### src/rtl/core_pkg.sv
// Shared encodings, FSM states and ALU operations for the multi-cycle RV32I-subset core.
package core_pkg;

  localparam logic [6:0] OPC_OP     = 7'b0110011;
  localparam logic [6:0] OPC_OPIMM  = 7'b0010011;
  localparam logic [6:0] OPC_LUI    = 7'b0110111;
  localparam logic [6:0] OPC_BRANCH = 7'b1100011;
  localparam logic [6:0] OPC_JAL    = 7'b1101111;

  typedef enum logic [2:0] {FETCH, DECODE, EXECUTE, WRITEBACK, HALT} state_t;

  typedef enum logic [3:0] {
    ALU_ADD, ALU_SUB, ALU_SLL, ALU_SLT, ALU_SLTU, ALU_XOR,
    ALU_SRL, ALU_SRA, ALU_OR, ALU_AND, ALU_PASSB
  } alu_op_t;

  typedef enum logic [2:0] {IMM_NONE, IMM_I, IMM_B, IMM_U, IMM_J} imm_type_t;

  typedef enum logic [1:0] {CLS_ALU, CLS_BRANCH, CLS_JAL} op_class_t;

  // 32-bit immediate; callers sign-extend to XLEN.
  function automatic logic [31:0] build_imm(input logic [31:0] ir, input imm_type_t t);
    logic [31:0] imm;
    imm = '0;
    case (t)
      IMM_I:   imm = {{20{ir[31]}}, ir[31:20]};
      IMM_B:   imm = {{19{ir[31]}}, ir[31], ir[7], ir[30:25], ir[11:8], 1'b0};
      IMM_U:   imm = {ir[31:12], 12'b0};
      IMM_J:   imm = {{11{ir[31]}}, ir[31], ir[19:12], ir[20], ir[30:21], 1'b0};
      default: imm = '0;
    endcase
    return imm;
  endfunction

endpackage

### src/rtl/core_alu.sv
// Combinational integer ALU; shifts use the low $clog2(XLEN) bits of b.
module core_alu
  import core_pkg::*;
#(
  parameter int XLEN = 32
) (
  input  logic [XLEN-1:0] a_i,
  input  logic [XLEN-1:0] b_i,
  input  alu_op_t         op_i,
  output logic [XLEN-1:0] y_o
);

  localparam int SHW = $clog2(XLEN);

  logic [SHW-1:0] shamt;
  assign shamt = b_i[SHW-1:0];

  always_comb begin
    y_o = '0;
    case (op_i)
      ALU_ADD:   y_o = a_i + b_i;
      ALU_SUB:   y_o = a_i - b_i;
      ALU_SLL:   y_o = a_i << shamt;
      ALU_SLT:   y_o = XLEN'($signed(a_i) < $signed(b_i));
      ALU_SLTU:  y_o = XLEN'(a_i < b_i);
      ALU_XOR:   y_o = a_i ^ b_i;
      ALU_SRL:   y_o = a_i >> shamt;
      ALU_SRA:   y_o = XLEN'($signed(a_i) >>> shamt);
      ALU_OR:    y_o = a_i | b_i;
      ALU_AND:   y_o = a_i & b_i;
      ALU_PASSB: y_o = b_i;
      default:   y_o = '0;
    endcase
  end

endmodule

### src/rtl/multicycle_core.sv
// Multi-cycle FETCH/DECODE/EXECUTE/WRITEBACK core with valid/ready fetch, halt-on-error and retire pulse.
module multicycle_core
  import core_pkg::*;
#(
  parameter int              XLEN     = 32,
  parameter int              NREG     = 32,
  parameter logic [XLEN-1:0] PC_RESET = '0,
  parameter bit              ERR_HALT = 1'b1
) (
  input  logic            clk,
  input  logic            reset,
  input  logic [31:0]     komut,
  input  logic            komut_valid,
  output logic            komut_ready,
  output logic [XLEN-1:0] pc,
  output logic            hata,
  output logic            durdu,
  output logic            retire
);

  localparam int IDXW = $clog2(NREG);

  state_t          state_q, state_d;
  logic            started_q;
  logic [31:0]     ir_q;
  logic [XLEN-1:0] pc_q;
  logic [XLEN-1:0] rf_q [NREG];
  logic            hata_q, retire_q;

  alu_op_t         op_q;
  op_class_t       cls_q;
  logic [2:0]      f3_q;
  logic            we_q, err_q;
  logic [IDXW-1:0] rd_q;
  logic [XLEN-1:0] a_q, b_q, imm_q;

  logic [XLEN-1:0] res_q, npc_q;
  logic            wb_we_q;

  logic [6:0] opc, f7;
  logic [4:0] rd, rs1, rs2;
  logic [2:0] f3;
  assign opc = ir_q[6:0];
  assign rd  = ir_q[11:7];
  assign f3  = ir_q[14:12];
  assign rs1 = ir_q[19:15];
  assign rs2 = ir_q[24:20];
  assign f7  = ir_q[31:25];

  logic [XLEN-1:0] rs1_val, rs2_val;
  assign rs1_val = (rs1 != 5'd0 && int'(rs1) < NREG) ? rf_q[rs1[IDXW-1:0]] : '0;
  assign rs2_val = (rs2 != 5'd0 && int'(rs2) < NREG) ? rf_q[rs2[IDXW-1:0]] : '0;

  // Shift-immediate upper field: RV64 steals ir[25] as shamt[5].
  logic [6:0] shf_hi, sra_tag;
  assign shf_hi  = (XLEN == 64) ? {1'b0, ir_q[31:26]} : ir_q[31:25];
  assign sra_tag = (XLEN == 64) ? 7'b0010000 : 7'b0100000;

  alu_op_t   dec_op;
  op_class_t dec_cls;
  imm_type_t dec_imm_t;
  logic      dec_we, dec_use_imm, use_rs1, use_rs2, use_rd, dec_illegal;

  always_comb begin
    dec_op = ALU_ADD; dec_cls = CLS_ALU; dec_imm_t = IMM_NONE;
    dec_we = 1'b0; dec_use_imm = 1'b0; dec_illegal = 1'b0;
    use_rs1 = 1'b0; use_rs2 = 1'b0; use_rd = 1'b0;
    case (opc)
      OPC_OP: begin
        use_rs1 = 1'b1; use_rs2 = 1'b1; use_rd = 1'b1; dec_we = 1'b1;
        if (f7 == 7'b0000000) begin
          case (f3)
            3'b000: dec_op = ALU_ADD;
            3'b001: dec_op = ALU_SLL;
            3'b010: dec_op = ALU_SLT;
            3'b011: dec_op = ALU_SLTU;
            3'b100: dec_op = ALU_XOR;
            3'b101: dec_op = ALU_SRL;
            3'b110: dec_op = ALU_OR;
            default: dec_op = ALU_AND;
          endcase
        end else if (f7 == 7'b0100000 && f3 == 3'b000) dec_op = ALU_SUB;
        else if (f7 == 7'b0100000 && f3 == 3'b101) dec_op = ALU_SRA;
        else dec_illegal = 1'b1;
      end
      OPC_OPIMM: begin
        use_rs1 = 1'b1; use_rd = 1'b1; dec_we = 1'b1;
        dec_use_imm = 1'b1; dec_imm_t = IMM_I;
        case (f3)
          3'b000: dec_op = ALU_ADD;
          3'b010: dec_op = ALU_SLT;
          3'b011: dec_op = ALU_SLTU;
          3'b100: dec_op = ALU_XOR;
          3'b110: dec_op = ALU_OR;
          3'b111: dec_op = ALU_AND;
          3'b001: begin
            dec_op = ALU_SLL;
            dec_illegal = (shf_hi != 7'd0);
          end
          default: begin
            if (shf_hi == 7'd0) dec_op = ALU_SRL;
            else if (shf_hi == sra_tag) dec_op = ALU_SRA;
            else dec_illegal = 1'b1;
          end
        endcase
      end
      OPC_LUI: begin
        use_rd = 1'b1; dec_we = 1'b1; dec_use_imm = 1'b1;
        dec_imm_t = IMM_U; dec_op = ALU_PASSB;
      end
      OPC_BRANCH: begin
        use_rs1 = 1'b1; use_rs2 = 1'b1; dec_cls = CLS_BRANCH; dec_imm_t = IMM_B;
        dec_illegal = (f3 == 3'b010) || (f3 == 3'b011);
      end
      OPC_JAL: begin
        use_rd = 1'b1; dec_we = 1'b1; dec_cls = CLS_JAL; dec_imm_t = IMM_J;
      end
      default: dec_illegal = 1'b1;
    endcase
    if ((use_rs1 && int'(rs1) >= NREG) || (use_rs2 && int'(rs2) >= NREG) ||
        (use_rd && int'(rd) >= NREG))
      dec_illegal = 1'b1;
  end

  logic [XLEN-1:0] dec_imm;
  assign dec_imm = XLEN'($signed(build_imm(ir_q, dec_imm_t)));

  logic [XLEN-1:0] alu_y;
  core_alu #(.XLEN(XLEN)) u_alu (
    .a_i  (a_q),
    .b_i  (b_q),
    .op_i (op_q),
    .y_o  (alu_y)
  );

  logic            br_cond, taken, exec_err;
  logic [XLEN-1:0] pc_plus4, target;
  always_comb begin
    case (f3_q)
      3'b000:  br_cond = (a_q == b_q);
      3'b001:  br_cond = (a_q != b_q);
      3'b100:  br_cond = ($signed(a_q) < $signed(b_q));
      3'b101:  br_cond = ($signed(a_q) >= $signed(b_q));
      3'b110:  br_cond = (a_q < b_q);
      3'b111:  br_cond = (a_q >= b_q);
      default: br_cond = 1'b0;
    endcase
    taken    = (cls_q == CLS_JAL) || (cls_q == CLS_BRANCH && br_cond);
    pc_plus4 = pc_q + XLEN'(4);
    target   = pc_q + imm_q;
    exec_err = err_q || (taken && target[1:0] != 2'b00);
  end

  always_comb begin
    state_d     = state_q;
    komut_ready = 1'b0;
    durdu       = 1'b0;
    case (state_q)
      FETCH: begin
        komut_ready = started_q;
        if (komut_valid && started_q) state_d = DECODE;
      end
      DECODE:    state_d = EXECUTE;
      EXECUTE:   state_d = (exec_err && ERR_HALT) ? HALT : WRITEBACK;
      WRITEBACK: state_d = FETCH;
      HALT:      durdu = 1'b1;
      default:   state_d = FETCH;
    endcase
  end

  always_ff @(posedge clk or negedge reset) begin
    if (!reset) begin
      state_q   <= FETCH;
      started_q <= 1'b0;
    end else begin
      state_q   <= state_d;
      started_q <= 1'b1;
    end
  end

  always_ff @(posedge clk or negedge reset) begin
    if (!reset) begin
      ir_q <= '0; pc_q <= PC_RESET; hata_q <= 1'b0; retire_q <= 1'b0;
      op_q <= ALU_ADD; cls_q <= CLS_ALU; f3_q <= '0; we_q <= 1'b0; err_q <= 1'b0;
      rd_q <= '0; a_q <= '0; b_q <= '0; imm_q <= '0;
      res_q <= '0; npc_q <= '0; wb_we_q <= 1'b0;
      for (int i = 0; i < NREG; i++) rf_q[i] <= '0;
    end else begin
      retire_q <= 1'b0;
      case (state_q)
        FETCH: if (komut_valid && komut_ready) ir_q <= komut;
        DECODE: begin
          op_q  <= dec_op;
          cls_q <= dec_cls;
          f3_q  <= f3;
          we_q  <= dec_we && (rd != 5'd0);
          err_q <= dec_illegal;
          rd_q  <= rd[IDXW-1:0];
          a_q   <= rs1_val;
          b_q   <= dec_use_imm ? dec_imm : rs2_val;
          imm_q <= dec_imm;
        end
        EXECUTE: begin
          res_q   <= (cls_q == CLS_JAL) ? pc_plus4 : alu_y;
          npc_q   <= (taken && !exec_err) ? target : pc_plus4;
          wb_we_q <= we_q && !exec_err;
          if (exec_err) hata_q <= 1'b1;
        end
        WRITEBACK: begin
          if (wb_we_q) rf_q[rd_q] <= res_q;
          pc_q     <= npc_q;
          retire_q <= 1'b1;
        end
        default: ;
      endcase
    end
  end

  assign pc     = pc_q;
  assign hata   = hata_q;
  assign retire = retire_q;

endmodule

### config.mk
export PLATFORM = sky130hd
export DESIGN_NAME = multicycle_core
export DESIGN_NICKNAME = d
export VERILOG_FILES = /design/src/rtl/core_pkg.sv /design/src/rtl/core_alu.sv /design/src/rtl/multicycle_core.sv
export SDC_FILE = /design/constraint.sdc
export NUM_CORES = 2
export LEC_CHECK = 0
export BUFFER_PORTS_ARGS = -buffer_cell sky130_fd_sc_hd__buf_2
export CORE_UTILIZATION = 55
export CTS_CLUSTER_SIZE = 30
export DETAILED_ROUTE_END_ITERATION = 8
export GPL_ROUTABILITY_DRIVEN = 1
export GPL_TIMING_DRIVEN = 0
export PLACE_DENSITY_LB_ADDON = 0.25
export SYNTH_ARGS = -nofsm -noshare
export SYNTH_HDL_FRONTEND = slang
export SYNTH_SLANG_ARGS = --single-unit
### constraint.sdc
create_clock -name clk -period 4.1 [get_ports clk]
set_input_delay 0 -clock clk [delete_from_list [all_inputs] [get_ports clk]]
set_output_delay 0 -clock clk [all_outputs]
set_load 0.02 [all_outputs]
# Word-level counts from Yosys, hierarchy flattened
# Cells that the tools add are included.
# totals
latchBits	0
inputBits	35
register_bits	1271
ramBits	0
n_memories	0
rom_bits	0
output_inout_bits	36
# classes
mux	42
n_lt_le_gt_ge	8
n_div	0
shift	3
n_reduce_logical	32
n_bitwise	7
add_sub_neg	4
n_eq_ne	41
mul	0
# op_table
operator	count
$bwmux 1024	1
$pmux 32 s11	1
$bmux 32 s5	2
$mux 32	10
$demux 32 s5	1
$pmux 32 s4	1
$add 32x32->32	2
$ge 32x32->1	2
$lt 32x32->1	2
$pmux 4 s7	2
$add 32x3->32 const B	1
$and 32x32->32	1
$eq 32x32->1	1
$ne 32x32->1	1
$or 32x32->32	1
$shl 32x5->32	1
$shr 32x5->32	1
$sshr 32x5->32	1
$sub 32x32->32	1
$xor 32x32->32	1
$eq 3x3->1 const B	10
$pmux 3 s4	2
$eq 7x6->1 const B	3
$eq 3x2->1 const B	6
35 further kinds	82

# Longest topological paths before layout
# depth
word_depth	9
depth_mapped	17
depth_no_buf	14

# Cells and area by module
# A second synthesis with hierarchy kept.
# hier_totals
hier_cells	6271
hier_area_um2	76716.1
# by_module_without_submodules
module	seq_area_each_um2	area_each_um2	n_inst	cells_each
multicycle_core	31805.5	67783.8	1	4890
core_alu	0.0	8932.3	1	1381

# Worst setup path before layout
# OpenSTA, ideal clock, no wires.
# synth_timing
kind	reg-to-reg
start	register b_q[3]
end	register res_q[24]
stages_incl_launch_ff	17
path_buffers	4
required_ns	4.022
setup_time_ns	0.078
setup_slack_ns	0.146
t_arrival_ns	3.876
path_cell_list	dfrtp_1 > clkinv_1 > clkbuf_1 > clkbuf_1 > clkbuf_1 > ha_1 > buf_6 > and3_1 > a221oi_2 > o221ai_2 > nand2_2 > a31oi_4 > a31o_4 > a2111oi_4 > o31ai_1 > a211o_1 > a21oi_1
# synth_between
elab_chain_cells	3
elab_cells_between_ends	7
# synth_lines
item	line_no	text
start: declaration	multicycle_core.sv:35	logic [XLEN-1:0] a_q, b_q, imm_q;
start signal: assignment	multicycle_core.sv:200	b_q <= dec_use_imm ? dec_imm : rs2_val;
$sub 32x32->32 (tied with other cells)	core_alu.sv:22	ALU_SUB: y_o = a_i - b_i;
$pmux 32 s11 *	core_alu.sv:20	case (op_i)
$mux 32 *	multicycle_core.sv:204	res_q <= (cls_q == CLS_JAL) ? pc_plus4 : alu_y;
end signal: assignment	multicycle_core.sv:204	
end: declaration	multicycle_core.sv:37	logic [XLEN-1:0] res_q, npc_q;
# Mark *: on every way between the ends. The rest lies on a longest branch, timed or not.
# A chain may end at the register's enable or synchronous reset.

# Final worst setup path
# layout_timing
start	register ir_q[16]
end	register a_q[31]
# layout_between
elab_chain_cells	5
elab_cells_between_ends	6
# layout_lines
item	line_no	text
start: declaration	multicycle_core.sv:25	logic [31:0] ir_q;
start signal: assignment	multicycle_core.sv:191	FETCH: if (komut_valid && komut_ready) ir_q <= komut;
$not 5->6 (not written as such)	multicycle_core.sv:51	assign rs1_val = (rs1 != 5'd0 && int'(rs1) < NREG) ? rf_q[rs1[IDXW-1:0]] : '0;
$bmux 32 s5	multicycle_core.sv:51	
$mux 32 (not written as such) (2 in a row)	multicycle_core.sv:51	
$mux 32 *	multicycle_core.sv:51	
end signal: assignment	multicycle_core.sv:199	a_q <= rs1_val;
end: declaration	multicycle_core.sv:35	
# Mark *: on every way between the ends. The rest lies on a longest branch, timed or not. The select of a mux whose other input is x is not followed.

==> run summary <==
The run finished, with violations left. The checks that failed: max-capacitance violations, max-slew violations, negative setup slack. The most common cell in the synthesized netlist is dfrtp_1.

Of the synthesized area, sequential elements account for 42.2%. The count of nets left with antenna violations after detail routing is 0. Walking the worst path, the cells encountered are clkbuf_1 > clkbuf_1 > clkbuf_2 > mux4_2 > mux4_2 > mux2i_1 > o22ai_1. The worst-case hold slack is 0.0847 ns. The number of enable flip-flop cells after synthesis is 0. The first detailed-routing pass ran for 6 iterations.

The maximum number of pins on one net before global-route repair is 170. The number of antenna violations at the first check in global routing is 11. The final count of negative-setup-slack endpoints came out at 23.

TritonCTS built the clock tree. Clock latency on the worst-skew pair, taken at its later pin, is 0.81 ns. The share of Yosys cell area claimed by the top area cell type came out at 42.2%.

The max-slew violation total from the final report came out at 11. The number of buffer and inverter instances along the worst setup path came out at 3. Detailed placement ended at an HPWL of 223 mm. The worst pin sits at a relative slew slack of -4.53%. The layout has 10364 filler cells. The fraction of registers with async set/reset came out at 100%. After the first detailed-routing iteration, the DRC count stood at 7366.

The floorplan has 135 rows. After synthesis, the most frequently instantiated cells are dfrtp_1 (1271), mux2_2 (1096), mux4_2 (678). The standby leakage power is 36.6 nW.

The design draws 26.0 mW. The highest clock rate is 0.237 GHz. In this design, the stage delay of the slowest critical-path cell is 0.62 ns.

The met2 routing resource usage after global routing came out at 63.7%. The number of maximum-capacitance constraint violations is 4. The congestion estimate from routability-driven global placement came to 1.09. The vertical extent of the die is 372 um. The flip-flop cell with the highest count after synthesis is dfrtp_1. The per-cell via count in the routed design is 7.22. The worst ir drop on vdd came out at 0.397 mV.

The transition time at the pin with the least slew margin is 1.56 ns. The synthesized area came out at 75300 um2. For met1 alone, demand over resource in global routing was 55.5%. The number of port buffers came out at 70. The share of the clock period used by the worst path came out at 103%.

Clock tree synthesis inserted a total of 140 buffers. The via count came out at 57289. For this design, the slowest cell found on the critical path is clkbuf_2. The width of the die came out at 372 um.

The total number of nets in the final design came out at 6210. The worst hold path belongs to the class input pin to register. The count of unresolved DRC violations after routing came out at 0. During I/O placement, the number of pins put on the boundary was 71. The arrival time at the worst endpoint came out at 4.76 ns.

The cell at the root of the clock tree is clkbuf_16. Setup slack on the critical path of the routed design comes to -0.120 ns. The wire length of the first global-routing pass is 420 mm. The final count of hold timing violations came out at 0. The worst clock skew came out at 0.0340 ns. The count of H-tree levels built during CTS came out at 4. The clock transition at the register clock pins on the worst setup and hold paths after CTS came out at 0.06 ns. The layer flagged by global routing as most heavily used is met2. The die covers 138000 um2. The kind of cell with the highest combined delay along the critical path is buffers and inverters. The starting density of the core is 55.5%.

Cells fill 62.4% of the core in the end. The clock tree buffer depth came out at 3. The count of unique library cells instantiated by Yosys is 104.

The number of warnings printed during yosys synthesis is 0. The final critical path time including I/O delays and setup came out at 4.22 ns. STA classifies the critical path startpoint as a register. The cell type contributing the most total cell area after synthesis is dfrtp_1. The per-cell routed wire length is 37.2 um. The final wirelength came out at 296 mm. The worst setup path is of the register to register kind. Global routing used 13.1% of the available met3 tracks. The post-synthesis area per instance is 13.2 um2. In this run the worst path has a maximum fanout of 10. The fraction of layout cells with a size suffix above 1 came out at 38.7%. The clock drives 1271 sinks. The setup total negative slack is -0.949 ns. The gate count of the mapped netlist is 5713.

The total overflow left after global routing is 0. The floorplan step defined a core boundary enclosing 136000 um2. The global router's overall resource usage came out at 43.2%.

The post-synth net total is 5880. The relative area change from synthesis to final layout is 12.4%. The type of destination of the critical path is a register. Sorting the synthesized cells by area gives the leading types as dfrtp_1 (42%), mux4_2 (20%), mux2_2 (16%). Setup repair after global routing could not meet its margin everywhere.

The via count of the first global-routing pass is 56813. The count of state elements after synthesis came out at 1271. The required time at the endpoint of the critical path is 4.64 ns. The power density normalized to cell area is 307 nW/um2.
## sequential cells by signal, summed over array words and instances, names as in the netlist
signal / cells
rf_q: 1024
a_q: 32
b_q: 32
imm_q: 32
ir_q: 32
npc_q: 32
pc: 32
res_q: 32
rd_q: 5
op_q: 4
f3_q: 3
state_q: 3
cls_q: 2
err_q: 1
hata: 1
retire: 1
started_q: 1
wb_we_q: 1
we_q: 1
## stage by stage
step           setup WS [ns]  instance area, um2  instances
5_1_grt              -0.0586               84700       7930
3_3_place_gp          -24.76               77900       7564
6_report              -0.120               84700       7936
4_1_cts            -0.000233               84300       7905
3_5_place_dp           -2.13               78200       7575
2_1_floorplan          0.146               75300       5713
## where the power goes
group | internal (mW) | switching [mW] | total (mW)
Clock | 7.59 | 5.52 | 13.1
Sequential | 12.5 | 0.000109 | 12.5
Combinational | 0.0700 | 0.271 | 0.341
## path summary, 6_finish.rpt
check                                     start                     to  slack [ns]  cells after the start
max                        ir_q[16]$_DFFE_PN0P_    a_q[31]$_DFFE_PN0P_       -0.12                      7
min                                   komut[30]   ir_q[30]$_DFFE_PN0P_        0.08                      3
max reg2reg                ir_q[16]$_DFFE_PN0P_    a_q[31]$_DFFE_PN0P_       -0.12                      7
min reg2reg                npc_q[0]$_DFFE_PN0N_   npc_q[0]$_DFFE_PN0N_        0.47                      2
max in group asynchronous                 reset  rf_q[442]$_DFFE_PN0P_        0.99                      7
min in group asynchronous                 reset     pc[12]$_DFFE_PN0P_        0.30                      4
## metal layers
metal	share of wire [%]	vias to the layer above	wire length, um
met1	37	30109	108000
met2	44	3691	131000
met3	11	933	33300
met4	8.0	4	23600
met5	0.0081	-	24
li1	-	22552	-
## area by class of cell
class                   instances  area [um2]  share of cell area (%)
clock buffers                 201        4080                    4.81
flip-flops and latches       1271       31800                    37.6
inverters                     108         439                   0.519
repair buffers                196        1720                    2.03
well taps                    1781        2230                    2.63
plain buffers                 520        2400                    2.84
clock inverters                47         628                   0.742
multi-input cells            3806       41400                    48.8
diodes                          6        15.0                  0.0177
## timing repair
action / CTS / global route
pin swaps: 21 / 19
cloned: 2 / 0
buffers inserted: 29 / 28
endpoints found under the hold margin: 210 / 0
setup endpoints to repair: 112 / 86
hold buffers: 56 / 0
gates resized for setup: 160 / 101
## worst min-delay path: cells and delay by family
| kind | cells | cell delay (ns) |
|---|---|---|
| buffers and inverters | 2 | 0.68 |
| multiplexers | 1 | 0.15 |
## placed cells by master (no fill, tap or decap), types with 37 or more instances in the layout
master            n
a21o_1           43
a21oi_1         166
buf_1            61
buf_2            99
buf_4            60
clkbuf_1        368
clkbuf_16       145
clkbuf_2         44
dfrtp_1        1254
dlygate4sd3_1    55
ha_1            124
inv_1            99
mux2_2         1096
mux2i_1         134
mux4_2          678
nand2_1         296
nand3_1          48
nor2_1          230
nor3_1           37
o21ai_0         204
o22ai_1          57
xnor2_1          48
## cell families after synthesis
| kind of cell | count (synthesis) | share of synthesized area, % |
|---|---|---|
| AO/OA/AOI/OAI | 855 | 7.54 |
| XOR/XNOR | 76 | 0.884 |
| flip-flops | 1271 | 42.2 |
| other | 1 | 0.00498 |
| adder cells (fa/ha/maj) | 132 | 2.22 |
| AND/OR/NAND/NOR | 819 | 5.12 |
| multiplexers | 1923 | 38.7 |
| buffers and inverters | 636 | 3.36 |
Note: power is estimated with default switching activity, not from simulation.
